==> src/rtl/s_cell_bank_pkg.sv <==
// Shared definitions for the S-cell bank: config bit layout, select codes
// and the configuration-load state encoding.
package s_cell_pkg;

  localparam int CFG_BITS_PER_LANE = 2;
  localparam int CFG_BYPASS        = 0;
  localparam int CFG_INVERT        = 1;

  localparam logic [1:0] SEL_D00 = 2'b00;
  localparam logic [1:0] SEL_D01 = 2'b01;
  localparam logic [1:0] SEL_D10 = 2'b10;
  localparam logic [1:0] SEL_D11 = 2'b11;

  typedef enum logic [1:0] {
    CFG_UNCONF  = 2'd0,
    CFG_LOADING = 2'd1,
    CFG_READY   = 2'd2
  } cfg_state_t;

  // Shared select decode: OR term drives the upper bit, gated a0 the lower.
  function automatic logic [1:0] sel_code(input logic a1, input logic b1,
                                          input logic a0, input logic s_en);
    return {a1 | b1, a0 & s_en};
  endfunction

endpackage

==> src/rtl/s_cell_bank_if.sv <==
// Signal bundle between the routing stage and the S-cell bank.
// cfg_en is a one-cycle strobe with no backpressure: every cycle it is high,
// exactly one config bit is consumed at the next rising clk.
interface s_cell_bank_if import s_cell_pkg::*; #(parameter int WIDTH = 8);

  logic [WIDTH-1:0] d00;
  logic [WIDTH-1:0] d01;
  logic [WIDTH-1:0] d10;
  logic [WIDTH-1:0] d11;
  logic             a1;
  logic             b1;
  logic             a0;
  logic             s_en;
  logic             ce;
  logic             cfg_en;
  logic             cfg_din;
  logic             cfg_dout;
  logic             cfg_busy;
  logic             cfg_done;
  logic [WIDTH-1:0] q;
  cfg_state_t       cfg_state;

  modport master (
    output d00, d01, d10, d11, a1, b1, a0, s_en, ce, cfg_en, cfg_din,
    input  cfg_dout, cfg_busy, cfg_done, q, cfg_state
  );

  modport slave (
    input  d00, d01, d10, d11, a1, b1, a0, s_en, ce, cfg_en, cfg_din,
    output cfg_dout, cfg_busy, cfg_done, q, cfg_state
  );

endinterface

==> src/rtl/s_cell_bank_lane.sv <==
// One S-cell lane: 4:1 mux, clear-able register with enable, and a
// bypass/invert output stage that is forced low while a config load runs.
module s_cell_lane
  import s_cell_pkg::*;
(
  input  logic       clk,
  input  logic       clr,
  input  logic       d00,
  input  logic       d01,
  input  logic       d10,
  input  logic       d11,
  input  logic [1:0] sel,
  input  logic       ce,
  input  logic       busy,
  input  logic       bypass,
  input  logic       invert,
  output logic       q
);

  logic m;
  logic r;

  always_comb begin
    m = d00;
    case (sel)
      SEL_D00: m = d00;
      SEL_D01: m = d01;
      SEL_D10: m = d10;
      SEL_D11: m = d11;
      default: m = d00;
    endcase
  end

  // The register is frozen for the whole load so the pre-load value survives.
  always_ff @(posedge clk or posedge clr) begin
    if (clr) begin
      r <= 1'b0;
    end else if (ce && !busy) begin
      r <= m;
    end
  end

  assign q = busy ? 1'b0 : ((bypass ? m : r) ^ invert);

endmodule

==> src/rtl/s_cell_bank.sv <==
// Bank of WIDTH S-cell lanes sharing select terms, plus the serial
// configuration chain and its load counter / state tracking.
module s_cell_bank
  import s_cell_pkg::*;
#(
  parameter int WIDTH = 8
) (
  input  logic          clk,
  input  logic          clr,
  s_cell_bank_if.slave  bus
);

  localparam int CHAIN = WIDTH * CFG_BITS_PER_LANE;
  localparam int CW    = $clog2(CHAIN + 1);
  localparam logic [CW-1:0] CNT_FULL = CW'(CHAIN);
  localparam logic [CW-1:0] CNT_ONE  = CW'(1);

  logic [CHAIN-1:0] cfg;
  logic [CW-1:0]    cnt;
  logic [CW-1:0]    cnt_nxt;
  cfg_state_t       state;
  logic             busy;
  logic             done;
  logic [1:0]       sel;

  // A strobe in READY starts a fresh load rather than saturating.
  always_comb begin
    cnt_nxt = (cnt == CNT_FULL) ? CNT_ONE : cnt + CNT_ONE;
  end

  // busy/done are registered together with cnt so neither has a path from cfg_en.
  always_ff @(posedge clk or posedge clr) begin
    if (clr) begin
      cfg   <= '0;
      cnt   <= '0;
      state <= CFG_UNCONF;
      busy  <= 1'b0;
      done  <= 1'b0;
    end else if (bus.cfg_en) begin
      cfg <= {cfg[CHAIN-2:0], bus.cfg_din};
      cnt <= cnt_nxt;
      if (cnt_nxt == CNT_FULL) begin
        state <= CFG_READY;
        busy  <= 1'b0;
        done  <= 1'b1;
      end else begin
        state <= CFG_LOADING;
        busy  <= 1'b1;
        done  <= 1'b0;
      end
    end
  end

  assign sel           = sel_code(bus.a1, bus.b1, bus.a0, bus.s_en);
  assign bus.cfg_dout  = cfg[CHAIN-1];
  assign bus.cfg_busy  = busy;
  assign bus.cfg_done  = done;
  assign bus.cfg_state = state;

  for (genvar i = 0; i < WIDTH; i++) begin : g_lane
    s_cell_lane u_lane (
      .clk    (clk),
      .clr    (clr),
      .d00    (bus.d00[i]),
      .d01    (bus.d01[i]),
      .d10    (bus.d10[i]),
      .d11    (bus.d11[i]),
      .sel    (sel),
      .ce     (bus.ce),
      .busy   (busy),
      .bypass (cfg[CFG_BITS_PER_LANE*i + CFG_BYPASS]),
      .invert (cfg[CFG_BITS_PER_LANE*i + CFG_INVERT]),
      .q      (bus.q[i])
    );
  end

endmodule

==> src/flat_wrapper.sv <==
// flat-port wrapper written by rule: the top's interface ports become plain ports
module s_cell_bank_flat import s_cell_pkg::*;
#(
  parameter int WIDTH = 8
)
  (clk, clr, bus_d00, bus_d01, bus_d10, bus_d11, bus_a1, bus_b1, bus_a0, bus_s_en, bus_ce, bus_cfg_en, bus_cfg_din, bus_cfg_dout, bus_cfg_busy, bus_cfg_done, bus_q, bus_cfg_state);
  s_cell_bank_if #(.WIDTH(WIDTH)) bus_i ();
  input  logic clk;
  input  logic clr;
  input wire logic [$bits(bus_i.d00)-1:0] bus_d00;
  input wire logic [$bits(bus_i.d01)-1:0] bus_d01;
  input wire logic [$bits(bus_i.d10)-1:0] bus_d10;
  input wire logic [$bits(bus_i.d11)-1:0] bus_d11;
  input wire logic [$bits(bus_i.a1)-1:0] bus_a1;
  input wire logic [$bits(bus_i.b1)-1:0] bus_b1;
  input wire logic [$bits(bus_i.a0)-1:0] bus_a0;
  input wire logic [$bits(bus_i.s_en)-1:0] bus_s_en;
  input wire logic [$bits(bus_i.ce)-1:0] bus_ce;
  input wire logic [$bits(bus_i.cfg_en)-1:0] bus_cfg_en;
  input wire logic [$bits(bus_i.cfg_din)-1:0] bus_cfg_din;
  output wire logic [$bits(bus_i.cfg_dout)-1:0] bus_cfg_dout;
  output wire logic [$bits(bus_i.cfg_busy)-1:0] bus_cfg_busy;
  output wire logic [$bits(bus_i.cfg_done)-1:0] bus_cfg_done;
  output wire logic [$bits(bus_i.q)-1:0] bus_q;
  output wire logic [$bits(bus_i.cfg_state)-1:0] bus_cfg_state;
  assign bus_i.d00 = bus_d00;
  assign bus_i.d01 = bus_d01;
  assign bus_i.d10 = bus_d10;
  assign bus_i.d11 = bus_d11;
  assign bus_i.a1 = bus_a1;
  assign bus_i.b1 = bus_b1;
  assign bus_i.a0 = bus_a0;
  assign bus_i.s_en = bus_s_en;
  assign bus_i.ce = bus_ce;
  assign bus_i.cfg_en = bus_cfg_en;
  assign bus_i.cfg_din = bus_cfg_din;
  assign bus_cfg_dout = bus_i.cfg_dout;
  assign bus_cfg_busy = bus_i.cfg_busy;
  assign bus_cfg_done = bus_i.cfg_done;
  assign bus_q = bus_i.q;
  assign bus_cfg_state = bus_i.cfg_state;
  s_cell_bank #(.WIDTH(WIDTH)) u_core (.clk(clk), .clr(clr), .bus(bus_i));
endmodule
==> config.mk <==
export PLATFORM = sky130hd
export DESIGN_NAME = s_cell_bank_flat
export DESIGN_NICKNAME = d
export VERILOG_FILES = /design/src/rtl/s_cell_bank_pkg.sv /design/src/rtl/s_cell_bank_if.sv /design/src/rtl/s_cell_bank_lane.sv /design/src/rtl/s_cell_bank.sv /design/src/flat_wrapper.sv
export SDC_FILE = /design/constraint.sdc
export NUM_CORES = 1
export LEC_CHECK = 0
export ABC_AREA = 1
export BUFFER_PORTS_ARGS = -buffer_cell sky130_fd_sc_hd__buf_2
export CAP_MARGIN = 20
export CORE_MARGIN = 3
export CORE_UTILIZATION = 40
export DETAILED_ROUTE_END_ITERATION = 7
export PLACE_DENSITY = 0.74
export SYNTH_ARGS = -nofsm -noshare
export SYNTH_HDL_FRONTEND = slang
export SYNTH_SLANG_ARGS = --single-unit
==> constraint.sdc <==
create_clock -name clk -period 3 [get_ports clk]
set_input_delay 0.3 -clock clk [delete_from_list [all_inputs] [get_ports clk]]
set_output_delay 0.3 -clock clk [all_outputs]
set_load 0.05 [all_outputs]
==> reports/summary.txt, run 1 <==
Syn Nets: 291
Initial Util: 42.2%
postcts setup bufs: 0
layout cells sized above 1: 25.9%
Primary FF master, synth: dfrtp_1
synth top area cells: dfrtp_1 41%, nand2_1 13%, o21ai_0 9.9%
HPWL after DPL: 3140 um
TNS Setup: 0 ns
Layout fillers: 453
count of input and output buffers: 53
Fin. Hold Viols: 0
Yosys cell types: 22
overall track demand over capacity in global routing: 16.5%
Via density: 4.93
Clk Latency, worst-skew pair: 0.28 ns
PD cells: 670 nW/um2
cell area after synthesis: 1880 um2
Mapped Cells: 248
share of the synthesized area in the top cell type: 41.3%
vias: 1707
clk_skew: 0.00189 ns
Mean Syn Cell Area: 7.57 um2
Detailed Route Iter0 Violations: 64
max-cap viol count: 0
Final Max Tran Viols: 0
Synth Warn #: 0
I/O Pins: 54
Synth area leader: dfrtp_1
CP top delay family: simple AND/OR/NAND/NOR gates
WP data required: 2.70 ns
GPL Wtd Cong: 0.892
count leader, synth: nand2_1
Avg WL per Cell: 11.8 um
Residual DRC: 0
area grow syn2layout: 19.4%
critical path arrival: 1.59 ns
die area: 5550 um2
Tot Pwr: 1.50 mW
Final ANT Viol Nets: 0
Post-synth top cells: 67 x nand2_1, 37 x o21ai_0, 31 x dfrtp_1
sequential area share after synthesis: 41.3%
crit-path cells: buf_2 -> nor2_4 -> nand2_4 -> or2_1 -> nand3_2 -> a21oi_1 -> nor2_1 -> buf_2
post-route cell area: 2240 um2
worst path bufs/invs: 2
Fmax: 529 MHz
clk buf depth: 2
crit end category: output pin
setup ws final: 1.11 ns
Hold Crit Class: primary input to asynchronous set/reset pin
vias in the first global route: 1668
Multi-input gate area: 908 um2
DR pass1 iterations: 4
CTS Root Cell: clkbuf_8
status: completed
Die Height: 74.5 um
fin crit share: 63.0%
die width: 74.5 um
slowest stage delay, CP: 0.28 ns
final wirelength: 4090 um
placed cell areas: 2110 um2
Sequential Area: 776 um2
type of origin of the critical path: primary input
TritonCTS buffer count: 5
DP Worst Slack: 1.11 ns
Post-synth EDFFs: 0
Worst-path clk slew: 0.06 ns
Slew @ Worst Pin: 0.736 ns
# diodes: 0
asr flop ratio synth: 100%
Worst VDD drop: 0.205 mV
core box area: 4440 um2
post-cts gate resize count: 0
reg2reg setup slack: 1.54 ns
Final nets: 336
row count: 24
cts hold-fix bufs: 0
crit path kind: primary input to output pin
first-pass GRT wire length: 7080 um
grt ovf: 0
unrepaired setup endpoints after global routing: false
Yosys reg bits: 31
Final Critical Period: 1.89 ns
Max FO, Critical Path: 10
Leak: 1.14 nW
H-Tree Level Count: 2
pin count of the biggest net entering global routing: 42
CTS tree: yes
Top cell by count, worst path: buf_2
relative slew slack: 50.9%
# setup viols final: 0
initial antenna violation count: 0
crit path max-delay cell type: buf_2
Num Clock Sinks: 31
==> sequential cells by signal, summed over array words and instances (netlist names) <==
name	cells
u_core.cnt	5
u_core.bus.cfg_state	2
u_core.cfg	16
u_core.g_lane.u_lane.r	8
==> cell usage in the layout, fill, tap and decap left out <==
cell / count
nand2_1: 67
buf_2: 53
o21ai_0: 37
dfrtp_1: 31
nand3_1: 30
inv_1: 22
nand3_2: 9
or2_1: 8
nor2_1: 8
a21oi_1: 7
clkbuf_8: 5
nand2_4: 2
nor2_4: 2
xor2_1: 2
ha_1: 2
bufinv_16: 2
clkinv_1: 1
xnor2_1: 1
nor3_1: 1
a21oi_2: 1
nor2_2: 1
clkbuf_1: 1
buf_4: 1
==> cell type report <==
type	count	share of cell area [%]
Multi-Input combinational cell	178	40.5
Clock buffer	6	3.24
Tap cell	52	2.90
Sequential cell	31	34.6
Timing Repair Buffer	54	12.2
Clock inverter	2	2.68
Inverter	23	3.85
==> cell families (layout without fill, tap and decap cells) <==
| logic type | after synthesis | in the layout | share of synthesized area [%] |
|---|---|---|---|
| AOI/OAI and AO/OA | 45 | 45 | 12.2 |
| adders and majority gates | 2 | 2 | 1.33 |
| xor gates and xnor gates | 3 | 3 | 1.40 |
| and+or+nand+nor | 128 | 128 | 33.5 |
| DFF | 31 | 31 | 41.3 |
| buffers and inverters | 39 | 85 | 10.3 |
==> through the flow <==
step / instances / utilization (%) / hold slack, ns
2_1_floorplan: 248 / - / 0.404
3_3_place_gp: 338 / 47.4 / 0.462
3_5_place_dp: 338 / 47.4 / 0.464
4_1_cts: 346 / 50.4 / 0.160
5_1_grt: 346 / 50.4 / 0.202
6_report: 346 / 50.4 / 0.138
==> routing by layer <==
metal  track usage (%)  vias up  routed length, um
li1                  -      885                  -
met1              21.1      768               1850
met5                 0        -                  0
met3              4.05        5                254
met4              5.53        0                 52
met2              27.3       49               1930
==> report_power, final <==
part / total [mW] / leakage, nW / switching, mW / internal [mW]
sequential: 0.580 / 0.396 / 0.0721 / 0.508
clock: 0.485 / 0.0654 / 0.153 / 0.332
combinational: 0.437 / 0.680 / 0.290 / 0.147
==> worst paths after layout <==
| check | start | endpoint | cells past startpoint |
|---|---|---|---|
| setup / recovery | bus_b1 | bus_q[5] | 8 |
| hold / removal | clr | u_core.cfg[15] | 2 |
| setup reg to reg | u_core.cnt[0] | u_core.bus.cfg_state[0] | 8 |
| hold reg to reg | u_core.cfg[13] | u_core.cfg[14] | 2 |
| max in group asynchronous | clr | u_core.cnt[1] | 3 |
| min in group clk | bus_cfg_din | u_core.cfg[0] | 3 |
No activity file was read; power rests on OpenSTA's default activity.
==> run 2, diff against run 1 <==
Settings changed: PLACE_DENSITY 0.74 to 0.77.
Clock period 3 ns to 1.52 ns, I/O delays scaled along.
==> run 2 against run 1 <==
First-iteration DRC count unchanged. Utilization rose by 3.0 points. Critical path depth unchanged. Combinational power grew 130%. Count of clock-buffer cells in the layout did not move. Clock skew rose by 0.0057 ns. Global-route usage shrank 0.14 points. Critical path type unchanged. Sequential share of layout area is 1.9 points lower. Power grew 86%. Sequential cell count did not move.
==> reports/summary.txt, run 2 (synthesis results as in run 1) <==
Clk Latency, worst-skew pair: 0.28 ns (about the same)
commonest cells after routing, fill and taps aside: 66 x nand2_1, 45 x buf_2, 37 x o21ai_0
top flop regs: u_core.cfg x16, u_core.g_lane.u_lane.r x8, u_core.cnt x5
first-pass GRT wire length: 6990 um (-1.3%)
Max FO, Critical Path: 8 (-2)
hold path start: bus_cfg_din
WP data required: 1.37 ns (-1.33 ns)
Reg2Reg Capture Point: u_core.bus.cfg_state[0]
status: completed
Top reg by flops: u_core.cfg
Fin. Hold Viols: 0 (unchanged)
die area: 5550 um2 (unchanged)
vias: 1740 (+1.9%)
I/O Pins: 54 (unchanged)
relative slew slack: 67.3% (+16 points)
Die Height: 74.5 um (unchanged)
GPL Wtd Cong: 0.799 (-10%)
crit path kind: primary input to output pin
Tot Pwr: 2.79 mW (+86%)
Cells after DPL: 344 (+1.8%)
Residual DRC: 0 (unchanged)
Final nets: 344 (+2.4%)
Hold Crit Class: primary input to flop
worst path bufs/invs: 2 (unchanged)
CTS Root Cell: clkbuf_8
fin cells: 353 (+2.0%)
Avg WL per Cell: 12.0 um (+1.7%)
initial antenna violation count: 0 (unchanged)
max-cap viol count: 0 (unchanged)
area grow syn2layout: 26.6%
critical path arrival: 1.28 ns (-0.31 ns)
vias in the first global route: 1576 (-5.5%)
Fmax: 699 MHz
commonest non-fill, non-tap cell in the layout: nand2_1
reg2reg setup slack: 0.12 ns (-1.42 ns)
Worst-path clk slew: 0.07 ns (about the same)
grt ovf: 0 (unchanged)
Detailed Route Iter0 Violations: 64 (unchanged)
overall track demand over capacity in global routing: 16.4% (-0.14 points)
postcts setup bufs: 0 (unchanged)
Final Max Tran Viols: 0 (unchanged)
# setup viols final: 0 (unchanged)
HPWL after DPL: 3080 um (-1.7%)
layout cells sized above 1: 32.6% (+6.7 points)
Final ANT Viol Nets: 0 (unchanged)
PD cells: 1170 nW/um2 (+75%)
core box area: 4440 um2 (unchanged)
final wirelength: 4240 um (+3.8%)
crit end category: output pin
H-Tree Level Count: 2 (unchanged)
Initial Util: 42.2% (unchanged)
max FFs per register: 16 (unchanged)
Leak: 1.18 nW (+3.8%)
DR pass1 iterations: 4 (unchanged)
die width: 74.5 um (unchanged)
# diodes: 0 (unchanged)
Worst VDD drop: 0.364 mV (+77%)
placed cell areas: 2150 um2 (+2.2%)
Via density: 4.93 (about the same)
pin count of the biggest net entering global routing: 35 (-17%)
type of origin of the critical path: primary input
clk buf depth: 2 (unchanged)
TNS Setup: 0 ns (unchanged)
CTS tree: yes
slowest stage delay, CP: 0.25 ns (-0.03 ns)
crit path max-delay cell type: or2_1
count of input and output buffers: 53 (unchanged)
row count: 24 (unchanged)
fin crit share: 94.1%
Num Clock Sinks: 31 (unchanged)
post-route cell area: 2380 um2 (+6.0%)
Hold Path Stages: 3
Final Critical Period: 1.43 ns
RR Startpoint: u_core.cnt[0]
clk_skew: 0.00758 ns (+0.00569 ns)
crit-path cells: buf_2 -> nor2_4 -> nand2_4 -> or2_1 -> nand3_2 -> a21oi_1 -> nor2_1 -> buf_6
unrepaired setup endpoints after global routing: true
CP top delay family: simple AND/OR/NAND/NOR gates
Reg2Reg Depth: 6 (-2)
Slew @ Worst Pin: 0.491 ns (-0.245 ns)
hold worst-path end: u_core.cfg[0]
TritonCTS buffer count: 5 (unchanged)
run 2: worst max-delay path by stage:
stage / slack (ns) / depth (start not counted) / endpoint / from
2_1_floorplan: 0.17 / 4 / u_core.g_lane[2].u_lane.r / u_core.bus.cfg_state[0]
4_1_cts: 0.01 / 10 / bus_q[6] / bus_a0
3_5_place_dp: -0.07 / 8 / bus_q[1] / bus_b1
3_3_place_gp: -0.06 / 8 / bus_q[1] / bus_b1
6_report: 0.09 / 8 / bus_q[5] / bus_a1
5_1_grt: -0.03 / 8 / u_core.bus.cfg_state[0] / u_core.cnt[0]
run 2: stage by stage:
| stage | worst slack, ns | hold WS (ns) | util, % |
|---|---|---|---|
| after floorplan | 0.167 | 0.255 | - |
| after global placement | -0.0605 | 0.252 | 48.5 |
| after detailed placement | -0.0738 | 0.258 | 48.5 |
| after CTS | 0.0147 | 0.0845 | 51.2 |
| after global routing | -0.0281 | 0.115 | 53.5 |
| final | 0.0899 | 0.0907 | 53.5 |
run 2: worst min-delay path: cells and delay by family:
family	cells	cell delay [ns]
simple gates	1	0.04
buf+inv	1	0.08
compound gates	1	0.07
run 2: area by class of cell:
class	instances	area, um2
fill	435	2070
multi-input combinational	179	988
sequential	31	777
timing repair buffer	61	370
inverter	23	87.6
clock buffer	6	82.6
tap	52	65.1
clock inverter	1	5.00
run 2: what timing repair did:
action,in CTS,in global routing
hold buffers,1,0
gates cloned,1,0
setup endpoints to repair,8,9
pin swaps,1,2
hold endpoints to repair,31,0
gates resized for setup,7,25
run 2: power breakdown:
part           internal, mW  switching [mW]
combinational         0.370           0.616
clock                 0.355           0.302
sequential             1.00           0.144
run 2: layer usage:
layer | track usage [%] | vias to the layer above | wire (um)
met5 | 0 | - | 0
met4 | 4.74 | 0 | 31
met3 | 5.14 | 3 | 304
met2 | 27.4 | 60 | 2040
met1 | 20.2 | 773 | 1870
li1 | - | 904 | -
